**src/rtl/reg_scoreboard_pkg.sv**
```systemverilog
// Shared definitions for the issue-stage register scoreboard.
package reg_scoreboard_pkg;

    localparam int REG_ADDR_W = 5;
    localparam int NUM_REGS   = 2 ** REG_ADDR_W;

    typedef struct packed {
        logic                  valid;
        logic                  we;
        logic [REG_ADDR_W-1:0] rd;
        logic [REG_ADDR_W-1:0] rs1;
        logic [REG_ADDR_W-1:0] rs2;
        logic                  use_rs1;
        logic                  use_rs2;
    } iss_req_t;

endpackage

```
**src/rtl/reg_scoreboard_sb_counter.sv**
```systemverilog
// In-flight write counter for one architectural register; clamps to zero on underflow.
module sb_counter #(
    parameter int CNT_WIDTH = 2
) (
    input  logic                 clk,
    input  logic                 rst_n,
    input  logic                 inc,
    input  logic [1:0]           dec,
    input  logic                 clear,
    output logic [CNT_WIDTH-1:0] cnt,
    output logic                 underflow
);

    localparam int W = CNT_WIDTH + 1;

    logic [W-1:0] sum;
    logic [W-1:0] dec_ext;

    assign sum       = {1'b0, cnt} + W'(inc);
    assign dec_ext   = W'(dec);
    assign underflow = !clear && (dec_ext > sum);

    always_ff @(posedge clk) begin
        if (!rst_n || clear || underflow) begin
            cnt <= '0;
        end else begin
            cnt <= CNT_WIDTH'(sum - dec_ext);
        end
    end

endmodule

```
**src/rtl/reg_scoreboard.sv**
```systemverilog
// Dual-issue scoreboard: per-register in-flight write counters gating RAW/WAW hazards.
module reg_scoreboard
    import reg_scoreboard_pkg::*;
#(
    parameter int ADDRESS_WIDTH = REG_ADDR_W,
    parameter int CNT_WIDTH     = 2
) (
    input  logic                        clk,
    input  logic                        rst_n,
    input  logic                        iss0_valid,
    input  logic                        iss0_we,
    input  logic [ADDRESS_WIDTH-1:0]    iss0_rd,
    input  logic [ADDRESS_WIDTH-1:0]    iss0_rs1,
    input  logic [ADDRESS_WIDTH-1:0]    iss0_rs2,
    input  logic                        iss0_use_rs1,
    input  logic                        iss0_use_rs2,
    input  logic                        iss1_valid,
    input  logic                        iss1_we,
    input  logic [ADDRESS_WIDTH-1:0]    iss1_rd,
    input  logic [ADDRESS_WIDTH-1:0]    iss1_rs1,
    input  logic [ADDRESS_WIDTH-1:0]    iss1_rs2,
    input  logic                        iss1_use_rs1,
    input  logic                        iss1_use_rs2,
    input  logic                        wb0_valid,
    input  logic [ADDRESS_WIDTH-1:0]    wb0_rd,
    input  logic                        wb1_valid,
    input  logic [ADDRESS_WIDTH-1:0]    wb1_rd,
    input  logic                        flush,
    output logic                        grant0,
    output logic                        grant1,
    output logic [2**ADDRESS_WIDTH-1:0] busy_mask,
    output logic                        sb_err
);

    localparam int NR = 2 ** ADDRESS_WIDTH;
    localparam logic [CNT_WIDTH-1:0] CNT_MAX = '1;

    iss_req_t s0, s1;
    logic [CNT_WIDTH-1:0] cnt [NR];
    logic [NR-1:0] busy;
    logic [NR-1:0] uflow;
    logic ok0, ok1, pair_raw, pair_waw;

    assign s0 = '{valid: iss0_valid, we: iss0_we, rd: iss0_rd, rs1: iss0_rs1,
                  rs2: iss0_rs2, use_rs1: iss0_use_rs1, use_rs2: iss0_use_rs2};
    assign s1 = '{valid: iss1_valid, we: iss1_we, rd: iss1_rd, rs1: iss1_rs1,
                  rs2: iss1_rs2, use_rs1: iss1_use_rs1, use_rs2: iss1_use_rs2};

    // x0 has no counter: it is permanently idle and can never reach the max
    assign cnt[0]   = '0;
    assign busy[0]  = 1'b0;
    assign uflow[0] = 1'b0;

    assign ok0 = s0.valid && !(s0.use_rs1 && busy[s0.rs1]) && !(s0.use_rs2 && busy[s0.rs2])
                 && !(s0.we && cnt[s0.rd] == CNT_MAX);
    assign ok1 = s1.valid && !(s1.use_rs1 && busy[s1.rs1]) && !(s1.use_rs2 && busy[s1.rs2])
                 && !(s1.we && cnt[s1.rd] == CNT_MAX);

    assign pair_raw = s0.we && (s0.rd != '0)
                      && ((s1.use_rs1 && s1.rs1 == s0.rd) || (s1.use_rs2 && s1.rs2 == s0.rd));
    assign pair_waw = s0.we && s1.we && (s0.rd != '0) && (s0.rd == s1.rd);

    assign grant0 = rst_n && !flush && ok0;
    assign grant1 = grant0 && ok1 && !pair_raw && !pair_waw;

    for (genvar r = 1; r < NR; r++) begin : g_cnt
        logic       inc;
        logic [1:0] dec;

        assign inc = (grant0 && s0.we && s0.rd == ADDRESS_WIDTH'(r))
                     || (grant1 && s1.we && s1.rd == ADDRESS_WIDTH'(r));
        assign dec = {1'b0, wb0_valid && wb0_rd == ADDRESS_WIDTH'(r)}
                     + {1'b0, wb1_valid && wb1_rd == ADDRESS_WIDTH'(r)};

        sb_counter #(.CNT_WIDTH(CNT_WIDTH)) u_cnt (
            .clk       (clk),
            .rst_n     (rst_n),
            .inc       (inc),
            .dec       (dec),
            .clear     (flush),
            .cnt       (cnt[r]),
            .underflow (uflow[r])
        );

        assign busy[r] = |cnt[r];
    end

    assign busy_mask = busy;

    always_ff @(posedge clk) begin
        if (!rst_n) begin
            sb_err <= 1'b0;
        end else if (|uflow) begin
            sb_err <= 1'b1;
        end
    end

endmodule

```
**config.mk**
```make
export PLATFORM = sky130hd
export DESIGN_NAME = reg_scoreboard
export DESIGN_NICKNAME = d
export VERILOG_FILES = /design/src/rtl/reg_scoreboard_pkg.sv /design/src/rtl/reg_scoreboard_sb_counter.sv /design/src/rtl/reg_scoreboard.sv
export SDC_FILE = /design/constraint.sdc
export NUM_CORES = 1
export LEC_CHECK = 0
export CORE_ASPECT_RATIO = 2
export CORE_MARGIN = 5
export CORE_UTILIZATION = 60
export CTS_BUF_LIST = sky130_fd_sc_hd__clkbuf_8 sky130_fd_sc_hd__clkbuf_16
export DETAILED_ROUTE_END_ITERATION = 16
export GPL_ROUTABILITY_DRIVEN = 0
export PLACE_DENSITY_LB_ADDON = 0.2
export RECOVER_POWER = 25
export REMOVE_ABC_BUFFERS = 1
export SLEW_MARGIN = 40
export SYNTH_ARGS = -nofsm -noshare
export SYNTH_HDL_FRONTEND = slang
export SYNTH_SLANG_ARGS = --single-unit
```
**constraint.sdc**
```tcl
create_clock -name clk -period 6.2 [get_ports clk]
set_input_delay 1.24 -clock clk [delete_from_list [all_inputs] [get_ports clk]]
set_output_delay 1.24 -clock clk [all_outputs]
set_load 0.02 [all_outputs]
```
# == After elaboration in Yosys (flattened, before gate mapping) ==
# Cells that the tools add are included.
# word_totals
out_inout_bits,35
regBits,63
# classes
bitwise,2
n_reduce_logical,288
n_addsub,93
magnitude_cmp,37
n_eq_ne,129
n_mux,14
# ops
operator,n
equality test 5 bit (second input constant),64
logical AND 1 bit,181
equality test 5 x 4 -> 1 bit (second input constant),32
adder 2 x 1 -> 3 bit,31
> comparator 2 x 3 -> 1 bit,31
equality test 5 x 3 -> 1 bit (second input constant),16
logical OR 1 bit,64
adder 1 x 1 -> 2 bit,31
OR reduction 2 bit,31
subtractor 2 bit,31
equality test 5 x 2 -> 1 bit (second input constant),8
OR reduction 31 bit,1
< comparator 5 x 6 -> 1 bit (second input constant),4
binary-select mux 1 bit (select 5 bit),4
binary-select mux 2 bit (select 5 bit),2
equality test 5 x 1 -> 1 bit (second input constant),4
equality test 5 bit,3
>= comparator 6 bit (second input constant),2
inverter 5 -> 6 bit,2
logical NOT 1 bit,10
two-way mux 2 bit,4
nonzero test 5 bit,1
equality test 2 bit (second input constant),2
two-way mux 1 bit,4

# == Logic depth before layout (Yosys ltp) ==
# Gate-level depths: netlist of the first run.
# logic_depth
depth_word,19
mapped_depth,21
depth_no_buf,18

# == Modules after synthesis ==
# Synthesis of the first run repeated with hierarchy kept, for this count alone.
# hier_totals
cells_unflattened,1048
hier_area_um2,9519.1
# modules_own_cells
module,seq_area_each_um2,cells_per_inst,instances,area_per_inst_um2
sb_counter,40.0,16,31,181.4
reg_scoreboard,20.0,552,1,3895.0

# == Worst setup path after synthesis of the first run ==
# Ideal clock, no wire load.
# synth_path
path_kind,input-to-reg
from,input iss0_rs2[2]
to,register sb_err
cell_stages,17
setup_slack_ns,1.190
path_buffers,2
arrival_time_ns,4.879
setup_ns,0.131
path_cell_list,buf_2 -> mux4_2 -> mux4_2 -> o311ai_1 -> a211o_1 -> buf_6 -> nor2_2 -> a31o_2 -> ha_1 -> ha_1 -> inv_1 -> ha_1 -> nor2b_1 -> o21ai_0 -> nand4_1 -> nor4_1 -> a21boi_0
# synth_between
elab_chain_len,17
word_cells_on_any_way,199
# synth_rtl
item,line_no,rtl
start: declaration,reg_scoreboard.sv:14,"input logic [ADDRESS_WIDTH-1:0] iss0_rs2,"
binary-select mux 1 bit (select 5 bit) *,reg_scoreboard.sv:54,assign ok0 = s0.valid && !(s0.use_rs1 && busy[s0.rs1]) && !(s0.use_rs2 && busy[s0.rs2])
two-way mux 1 bit (implied by the code) *,reg_scoreboard.sv:54,
logical AND 1 bit *,reg_scoreboard.sv:54,
logical NOT 1 bit *,reg_scoreboard.sv:54,
logical AND 1 bit *,reg_scoreboard.sv:54,
logical AND 1 bit *,reg_scoreboard.sv:55,&& !(s0.we && cnt[s0.rd] == CNT_MAX);
logical AND 1 bit *,reg_scoreboard.sv:63,assign grant0 = rst_n && !flush && ok0;
logical AND 1 bit * (3 in series),reg_scoreboard.sv:64,assign grant1 = grant0 && ok1 && !pair_raw && !pair_waw;
via grant1,reg_scoreboard.sv:30,"output logic grant1,"
logical AND 1 bit *,reg_scoreboard.sv:71,|| (grant1 && s1.we && s1.rd == ADDRESS_WIDTH'(r));
logical AND 1 bit,reg_scoreboard.sv:71,
logical OR 1 bit,reg_scoreboard.sv:71,
adder 2 x 1 -> 3 bit,reg_scoreboard_sb_counter.sv:19,"assign sum = {1'b0, cnt} + W'(inc);"
> comparator 2 x 3 -> 1 bit,reg_scoreboard_sb_counter.sv:21,assign underflow = !clear && (dec_ext > sum);
logical AND 1 bit,reg_scoreboard_sb_counter.sv:21,
OR reduction 31 bit *,reg_scoreboard.sv:93,end else if (|uflow) begin
end signal: assignment,reg_scoreboard.sv:92,sb_err <= 1'b0;
end signal: assignment,reg_scoreboard.sv:94,sb_err <= 1'b1;
end: declaration,reg_scoreboard.sv:32,output logic sb_err
# Mark *: on every way through the listed nets, which the timed path passes. The rest lies on a longest branch. The select of a mux whose other input is x is not followed.
# A chain may end at the register's enable or synchronous reset.

# == Final worst setup path of the first run ==
# layout_path
from,input iss0_rs1[2]
to,register sb_err
# layout_between
elab_chain_len,18
word_cells_on_any_way,200
# layout_rtl
item,line_no,rtl
start: declaration,reg_scoreboard.sv:13,"input logic [ADDRESS_WIDTH-1:0] iss0_rs1,"
binary-select mux 1 bit (select 5 bit) *,reg_scoreboard.sv:54,
two-way mux 1 bit (implied by the code) *,reg_scoreboard.sv:54,
logical AND 1 bit *,reg_scoreboard.sv:54,
logical NOT 1 bit *,reg_scoreboard.sv:54,
logical AND 1 bit * (2 in series),reg_scoreboard.sv:54,
logical AND 1 bit *,reg_scoreboard.sv:55,
logical AND 1 bit *,reg_scoreboard.sv:63,
logical AND 1 bit (3 in series),reg_scoreboard.sv:64,
logical AND 1 bit (2 in series),reg_scoreboard.sv:71,
logical OR 1 bit,reg_scoreboard.sv:71,
adder 2 x 1 -> 3 bit,reg_scoreboard_sb_counter.sv:19,
> comparator 2 x 3 -> 1 bit,reg_scoreboard_sb_counter.sv:21,
logical AND 1 bit,reg_scoreboard_sb_counter.sv:21,
OR reduction 31 bit *,reg_scoreboard.sv:93,
# Mark *: on every way between the ends. The rest lies on a longest branch, timed or not. The select of a mux whose other input is x is not followed.

==> summary.txt, run 1 <==
CTS
  • CTS max path bufs: 2
  • H-tree depth: 3
  • CTS Buf Count: 9
  • Clk root buf: clkbuf_16
  • CTS tree: done
  • Clock sinks: 63
  • Later-pin clock latency in the skew report: 350 ps
  • Clock transition at path regs: 60 ps

Critical path
  • Critical-path maximum fanout: 5
  • Critical Path Max Stage Delay: 660 ps
  • Worst path slowest cell: o32ai_1
  • Worst Path Required: 6410 ps
  • Cell chain of the critical path: clkdlybuf4s50_1 -> inv_1 -> mux4_2 -> o311ai_0 -> or3_1 -> o311ai_1 -> buf_4 -> a211o_1 -> buf_4 -> o32ai_1 -> ha_1 -> ha_1 -> inv_1 -> ha_1 -> nor2b_1 -> o21ai_0 -> nand4_1 -> nor4_1 -> buf_4 -> a21boi_0
  • R2r endpoint: sb_err
  • Worst R2R Path Depth: 20
  • Worst path top cell family by delay: compound AO/OA/AOI/OAI gates
  • Crit path from: iss0_rs1[2]
  • Worst setup endpoint: sb_err
  • Setup Crit Path Kind: in2reg
  • Critical Path Source Type: input port
  • Instance count on the critical path: 20
  • Critical Path End Type: register
  • Critical path arrival: ~6200 ps
  • Worst R2R Start: g_cnt[1].u_cnt.cnt[1]
  • Crit path buffers/inverters: 6
  • Worst R2R Setup Slack: between 1000 and 1500 ps

Yosys
  • Gate Count Post-Synth: 1153
  • Synth warn: 0
  • Ranking of synthesized cells by area: ha_1 26%, dfxtp_1 14%, mux4_2 8.5%, nor2_1 7.0%, inv_1 5.5%
  • Number of synthesized flops with an enable pin: 0
  • Post-synth cell types: 61
  • Sequential share of the synthesized area: around 14%
  • Async SR Flop Fraction: 0%
  • Synth Register Bits: 63
  • Post-synth top flop: dfxtp_1
  • Mapped Avg Cell Area: 7.85 um^2
  • Synth area leader: ha_1
  • Synthesized area: 9050 um^2
  • Post-synth top area share: 25.7%

Outcome
  • Outcome: completed

Detailed routing
  • Via density: 6.55
  • DRT iter0 DRCs: 824
  • DR WL/cell: 23.6 um
  • Drt total wl: 34900 um
  • Post-route ant nets: 0
  • Detailed Routing Iterations Pass 1: 8
  • Drt drc: 0
  • Routed via count: approximately 9700

Pwr
  • Power Total: 1.34 mW
  • Power per cell area: between 100 and 150 nW/um^2
  • Maximum vdd ir drop: 148 uV
  • Leakage: ~4.7 nW

STA
  • WHS: 810 ps
  • Final period util: 96.3%
  • Slew HR: 51.2%
  • Fmax: 0.167 GHz
  • Clk_skew: ~9.1 ps
  • Setup TNS: 0 ps
  • Final min period: 5970 ps
  • Setup-failing EPs final: 0
  • Fin worst setup slack: 227 ps
  • Worst-Margin Slew: 729 ps
  • Final Hold Vio Count: 0
  • Count of pins over their slew limit: 0

Die
  • Core Box Area: 14800 um^2
  • # rows: 63
  • Chip Height: 184 um
  • Starting Density: 61.1%
  • IO Count: 88
  • Full die area: 17800 um^2
  • Die width: 96.8 um

Layout
  • Ratio of cells with drive above 1 in the final layout: 13.8%
  • Layout filler cell count: 1163
  • Antenna cells: 0
  • Area delta synth->final: 21.1%
  • Nets: roughly 1500
  • Finished Layout Cells: 1481

Place
  • Placed cell count: roughly 1500
  • DP Wirelength: 27500 um
  • Port bufs: 86
  • Place WS: -67.3 ps

GRT
  • GRT Util Overall: 39.3%
  • Initial antenna violation count: 0
  • Vias in the first global route: 9978
  • Global-route wire length before repair: between 50000 and 60000 um
  • Grt ovf: 0
  • Largest net degree at the start of global routing: 32

Worst hold path
  • Hold WC Path Type: reg2reg

Flow run
  • Maxcap violations: 0
==> layer usage <==
metal	wire (um)	part of all wire, %	vias up	GRT usage [%]
li1	-	-	4285	-
met5	0	0	-	0
met1	11100	32	4471	36.5
met4	4290	12	0	39.1
met2	16700	48	657	68.4
met3	2760	7.9	293	9.46
==> flip-flops by register name (all words and copies together) (netlist names) <==
signal / count
g_cnt.u_cnt.cnt: 62
sb_err: 1
==> cell usage in the layout (no fill, tap or decap), types with 44 or more instances in the layout <==
cell type and count:
ha_1 186, clkdlybuf4s50_1 62, dfxtp_1 63, nand3_1 44, nor2b_1 44, nor2_1 169, o21ai_0 52, buf_4 84
inv_1 132, nand2_1 98
==> worst min-delay path by stage <==
| stage | startpoint | slack [ps] | endpoint | cells after the start |
|---|---|---|---|---|
| floorplan | g_cnt[30].u_cnt.cnt[0] | 720 | g_cnt[30].u_cnt.cnt[0] | 3 |
| global placement | g_cnt[7].u_cnt.cnt[0] | 790 | g_cnt[7].u_cnt.cnt[0] | 3 |
| detailed placement | g_cnt[7].u_cnt.cnt[0] | 790 | g_cnt[7].u_cnt.cnt[0] | 3 |
| CTS | g_cnt[7].u_cnt.cnt[0] | 800 | g_cnt[7].u_cnt.cnt[0] | 3 |
| global route | g_cnt[7].u_cnt.cnt[0] | 870 | g_cnt[7].u_cnt.cnt[0] | 3 |
| finish | g_cnt[9].u_cnt.cnt[0] | 810 | g_cnt[9].u_cnt.cnt[0] | 3 |
==> cell type report <==
class	instances	area, um^2	share of cell area (%)
multi-input cells	898	7020	64.1
inverters	134	503	4.59
repair buffers	175	1590	14.5
clock inverters	5	80.1	0.731
flip-flops and latches	63	1260	11.5
well taps	195	244	2.23
clock buffers	11	253	2.31
==> worst min-delay path, stage by stage (launching register included) <==
cell and delay [ps]:
dfxtp_1 380, ha_1 180, ha_1 160, nor2_1 50
==> synth_stat cells, types with 10 or more instances <==
library cell / number
nand2_1: 98
nand2b_1: 10
a211oi_1: 38
nor3_1: 22
inv_1: 132
o32ai_2: 10
nor2b_1: 45
buf_6: 10
o21ai_0: 52
nor2_1: 169
o32ai_1: 16
buf_2: 20
or3_1: 10
clkbuf_1: 21
mux4_2: 34
a21oi_1: 14
xor2_1: 43
dfxtp_1: 63
ha_1: 186
nand3_1: 44
==> through the flow <==
stage / util, % / area, um^2
3_3_place_gp: 71.2 / 10600
3_5_place_dp: 71.2 / 10600
6_report: 73.9 / 11000
2_1_floorplan: - / 8710
5_1_grt: 73.9 / 11000
4_1_cts: 73.5 / 10900
==> power breakdown <==
part	leakage [nW]	switching [mW]	internal [mW]
logic	4.08	0.202	0.143
registers	0.508	0.0102	0.410
clock network	0.158	0.201	0.373
total	4.75	0.413	0.926
==> cell families after synthesis <==
family	synth area share (%)
and+or+nand+nor	23.4
buffers and inverters	9.24
adders and majority gates	25.7
AOI/OAI and AO/OA	13.9
DFF	13.9
xor gates and xnor gates	4.45
muxes	9.27
other	0.0414
==> what timing repair did <==
action	CTS	global route
buffers inserted	0	0
hold buffers	0	0
resized for setup	0	10
setup endpoints to repair	0	1
Note: power is estimated with default switching activity, not from simulation.
==> inputs of run 2 (changes only) <==
Settings changed: ABC_AREA from default to 1.
==> summary.txt, run 2 <==
CTS
  • CTS Buf Count: 9 (unchanged)
  • Clock sinks: 63 (unchanged)
  • Later-pin clock latency in the skew report: 340 ps (was 350 ps)
  • CTS max path bufs: 2 (unchanged)
  • Hold-fix buffers, CTS: 0 (unchanged)
  • Clock transition at path regs: 50 ps (was 60 ps)
  • Clk root buf: clkbuf_16 (unchanged)
  • H-tree depth: 3 (unchanged)
  • CTS tree: done (unchanged)

Critical path
  • Critical Path Source Type: input port (unchanged)
  • Worst R2R Path Depth: 25 (was 20)
  • Critical-path maximum fanout: 32 (was 5)
  • Critical Path End Type: register (unchanged)
  • Critical path arrival: 6090 ps (was 6190 ps)
  • Worst Path Required: 6420 ps (was 6410 ps)
  • Setup Crit Path Kind: in2reg (unchanged)

Yosys
  • Most numerous cell in the Yosys netlist: nand2_1 (was ha_1)
  • Ranking of synthesized cells by area: ha_1 23%, nand2_1 19%, dfxtp_1 12%, inv_1 9.6%, nor2_1 8.5% (was ha_1 26%, dfxtp_1 14%, mux4_2 8.5%, nor2_1 7.0%, inv_1 5.5%)
  • Async SR Flop Fraction: 0% (unchanged)
  • Post-synth top area share: 23.0% (was 25.7%)
  • Sequential share of the synthesized area: 12.5% (was 13.9%)
  • Number of synthesized flops with an enable pin: 0 (unchanged)
  • Gate Count Post-Synth: 1707 (was 1153)
  • Synth warn: 0 (unchanged)
  • Synth area leader: ha_1 (unchanged)
  • Post-synth top flop: dfxtp_1 (unchanged)
  • Synth Register Bits: 63 (unchanged)
  • Synth cell count leaders: 513 x nand2_1, 257 x inv_1, 229 x nor2_1 (was 186 x ha_1, 169 x nor2_1, 132 x inv_1)
  • Mapped Avg Cell Area: 5.92 um^2 (was 7.85 um^2)
  • Synthesized area: 10100 um^2 (was 9050 um^2)
  • Post-synth cell types: 41 (was 61)

STA
  • Clk_skew: 7.53 ps (was 9.09 ps)
  • Worst-Margin Slew: 766 ps (was 729 ps)
  • Slew HR: 48.7% (was 51.2%)
  • Setup-failing EPs final: 0 (unchanged)
  • WHS: 740 ps (was 810 ps)
  • RSZ-0062 raised after global routing: false
  • Setup TNS: 0 ps (unchanged)
  • Final min period: 5870 ps (was 5970 ps)
  • Final Hold Vio Count: 0 (unchanged)
  • Fin worst setup slack: 331 ps (was 227 ps)
  • Count of pins over their slew limit: 0 (unchanged)
  • Fmax: 0.170 GHz (was 0.167 GHz)
  • Final period util: 94.7% (was 96.3%)

Detailed routing
  • Drt total wl: 39200 um (was 34900 um)
  • Met3 wire len: 3610 um (was 2760 um)
  • Routed via count: 11828 (was 9706)
  • Detailed Routing Iterations Pass 1: 9 (was 8)
  • DR WL/cell: 19.9 um (was 23.6 um)
  • M1 wire length: 11900 um (was 11100 um)
  • Via density: 6.00 (was 6.55)
  • Post-route ant nets: 0 (unchanged)
  • Top Layer Used: met4 (unchanged)
  • Wire length on met2: 18400 um (was 16700 um)
  • DRT iter0 DRCs: 964 (was 824)
  • Drt drc: 0 (unchanged)

Worst hold path
  • Hold path depth: 4 (was 3)
  • Hold WC Path Type: reg2reg (unchanged)

Flow run
  • Maxcap violations: 0 (unchanged)

Die
  • # rows: 67 (was 63)
  • IO Count: 88 (unchanged)
  • Die width: 102 um (was 96.8 um)
  • Full die area: 19700 um^2 (was 17800 um^2)
  • Core Box Area: 16700 um^2 (was 14800 um^2)
  • Chip Height: 193 um (was 184 um)
  • Starting Density: 60.5% (was 61.1%)

GRT
  • Vias in the first global route: 11488 (was 9978)
  • Largest net degree at the start of global routing: 54 (was 32)
  • Grt ovf: 0 (unchanged)
  • Global-route wire length before repair: 60000 um (was 53700 um)
  • Initial antenna violation count: 2 (was 0)
  • GRT Util Overall: 39.9% (was 39.3%)

Layout
  • Area delta synth->final: 12.4% (was 21.1%)
  • Largest Register: g_cnt.u_cnt.cnt (unchanged)
  • Commonest non-fill, non-tap cell in the layout: nand2_1 (was ha_1)
  • Layout filler cell count: 1516 (was 1163)
  • Finished Layout Cells: 1972 (was 1481)
  • Top flop regs: g_cnt.u_cnt.cnt (62), sb_err (1) (unchanged)
  • Max FFs per register: 62 (unchanged)
  • Ratio of cells with drive above 1 in the final layout: 3.35% (was 13.8%)
  • Commonest non-fill, non-tap cells in the layout: 513 x nand2_1, 258 x inv_1, 225 x nor2_1, 186 x ha_1, 107 x nand3_1 (was 186 x ha_1, 169 x nor2_1, 132 x inv_1, 98 x nand2_1, 84 x buf_4)
  • Nets: 1996 (was 1520)

Pwr
  • Power per cell area: 115 nW/um^2 (was 122 nW/um^2)
  • Maximum vdd ir drop: 197 uV (was 148 uV)
  • Leakage: 5.98 nW (was 4.75 nW)

Outcome
  • Outcome: completed (unchanged)

Place
  • DP Wirelength: 30800 um (was 27500 um)
  • Place WS: 337 ps (was -67.3 ps)
  • Port bufs: 86 (unchanged)
  • Placed cell count: 1952 (was 1465)
==> run 2: cell types whose count changed in the layout (fill, tap and decap cells not counted), moves of 11 or more <==
cell and delta:
a211oi_1 -36, buf_4 -65, inv_1 +126, mux4_2 -34, nand2_1 +415, nand3_1 +63, nand4_1 +62, nor2_1 +56
nor2b_1 -44, o211ai_1 +23, o32ai_2 -15, xor2_1 -11
==> run 2: cells by family after synthesis <==
kind of cell	share of synthesized area, %
flops	12.5
buf+inv	14.1
xor+xnor	2.86
fa+ha+maj	23.0
other cells	0.0371
compound gates	7.14
simple gates	40.3
==> run 2: worst max-delay path, stage by stage <==
cell and delay [ps]:
clkdlybuf4s50_1 450, buf_4 230, nand2_2 220, inv_1 120
nand2_1 160, o211ai_2 100, nor2_1 120, nand2_1 60
nand2_1 50, nand2_1 50, nand3_1 250, nand2_1 150
nor2_4 600, nand4_1 170, nand2_1 100, ha_1 140
ha_1 220, inv_1 60, ha_1 250, inv_1 60
nor2_1 30, o211ai_1 400, nand4_1 240, or2_2 340
nor3_1 180, a21oi_1 90
==> run 2: layout make-up <==
| class | instances | area [um^2] | share of cell area [%] |
|---|---|---|---|
| multi-input cells | 1309 | 7430 | 65.4 |
| flip-flops and latches | 63 | 1260 | 11.1 |
| repair buffers | 109 | 1090 | 9.61 |
| inverters | 265 | 997 | 8.78 |
| clock buffers | 12 | 267 | 2.35 |
| well taps | 207 | 259 | 2.28 |
| clock inverters | 4 | 43.8 | 0.386 |
| diodes | 3 | 7.51 | 0.0661 |
==> run 2: repair_timing <==
item                       in CTS  in global routing
hold endpoints to repair        0                  0
setup endpoints to repair       0                  1
setup buffers                   0                  0
gates resized for setup         0                  1
==> run 2: worst paths after layout <==
check	start	endpoint	slack [ps]
setup / recovery	iss1_rd[1]	sb_err	330
hold / removal	sb_err	sb_err	740
setup reg to reg	g_cnt[22].u_cnt.cnt[0]	sb_err	1500
hold reg to reg	sb_err	sb_err	740
==> run 2: layer usage <==
metal  vias to the layer above  GRT usage (%)
met5                         -              0
met4                         0           41.2
met3                       300           11.9
met2                       742           66.2
met1                      5244           36.0
li1                       5542              -
==> run 2: metrics by stage <==
stage	instance area (um^2)	power, mW	utilization (%)
floorplan	9670	0.594	-
global placement	11000	0.761	65.9
detailed placement	11000	0.766	65.9
CTS	11300	1.29	67.8
global route	11400	1.35	68.0
finish	11400	1.31	68.1
==> run 2: report_power, final <==
| group | total, mW | leakage [nW] | switching (mW) | internal (mW) |
|---|---|---|---|---|
| registers | 0.418 | 0.508 | 0.00728 | 0.410 |
| clock network | 0.531 | 0.160 | 0.190 | 0.341 |
| logic | 0.358 | 5.31 | 0.241 | 0.117 |
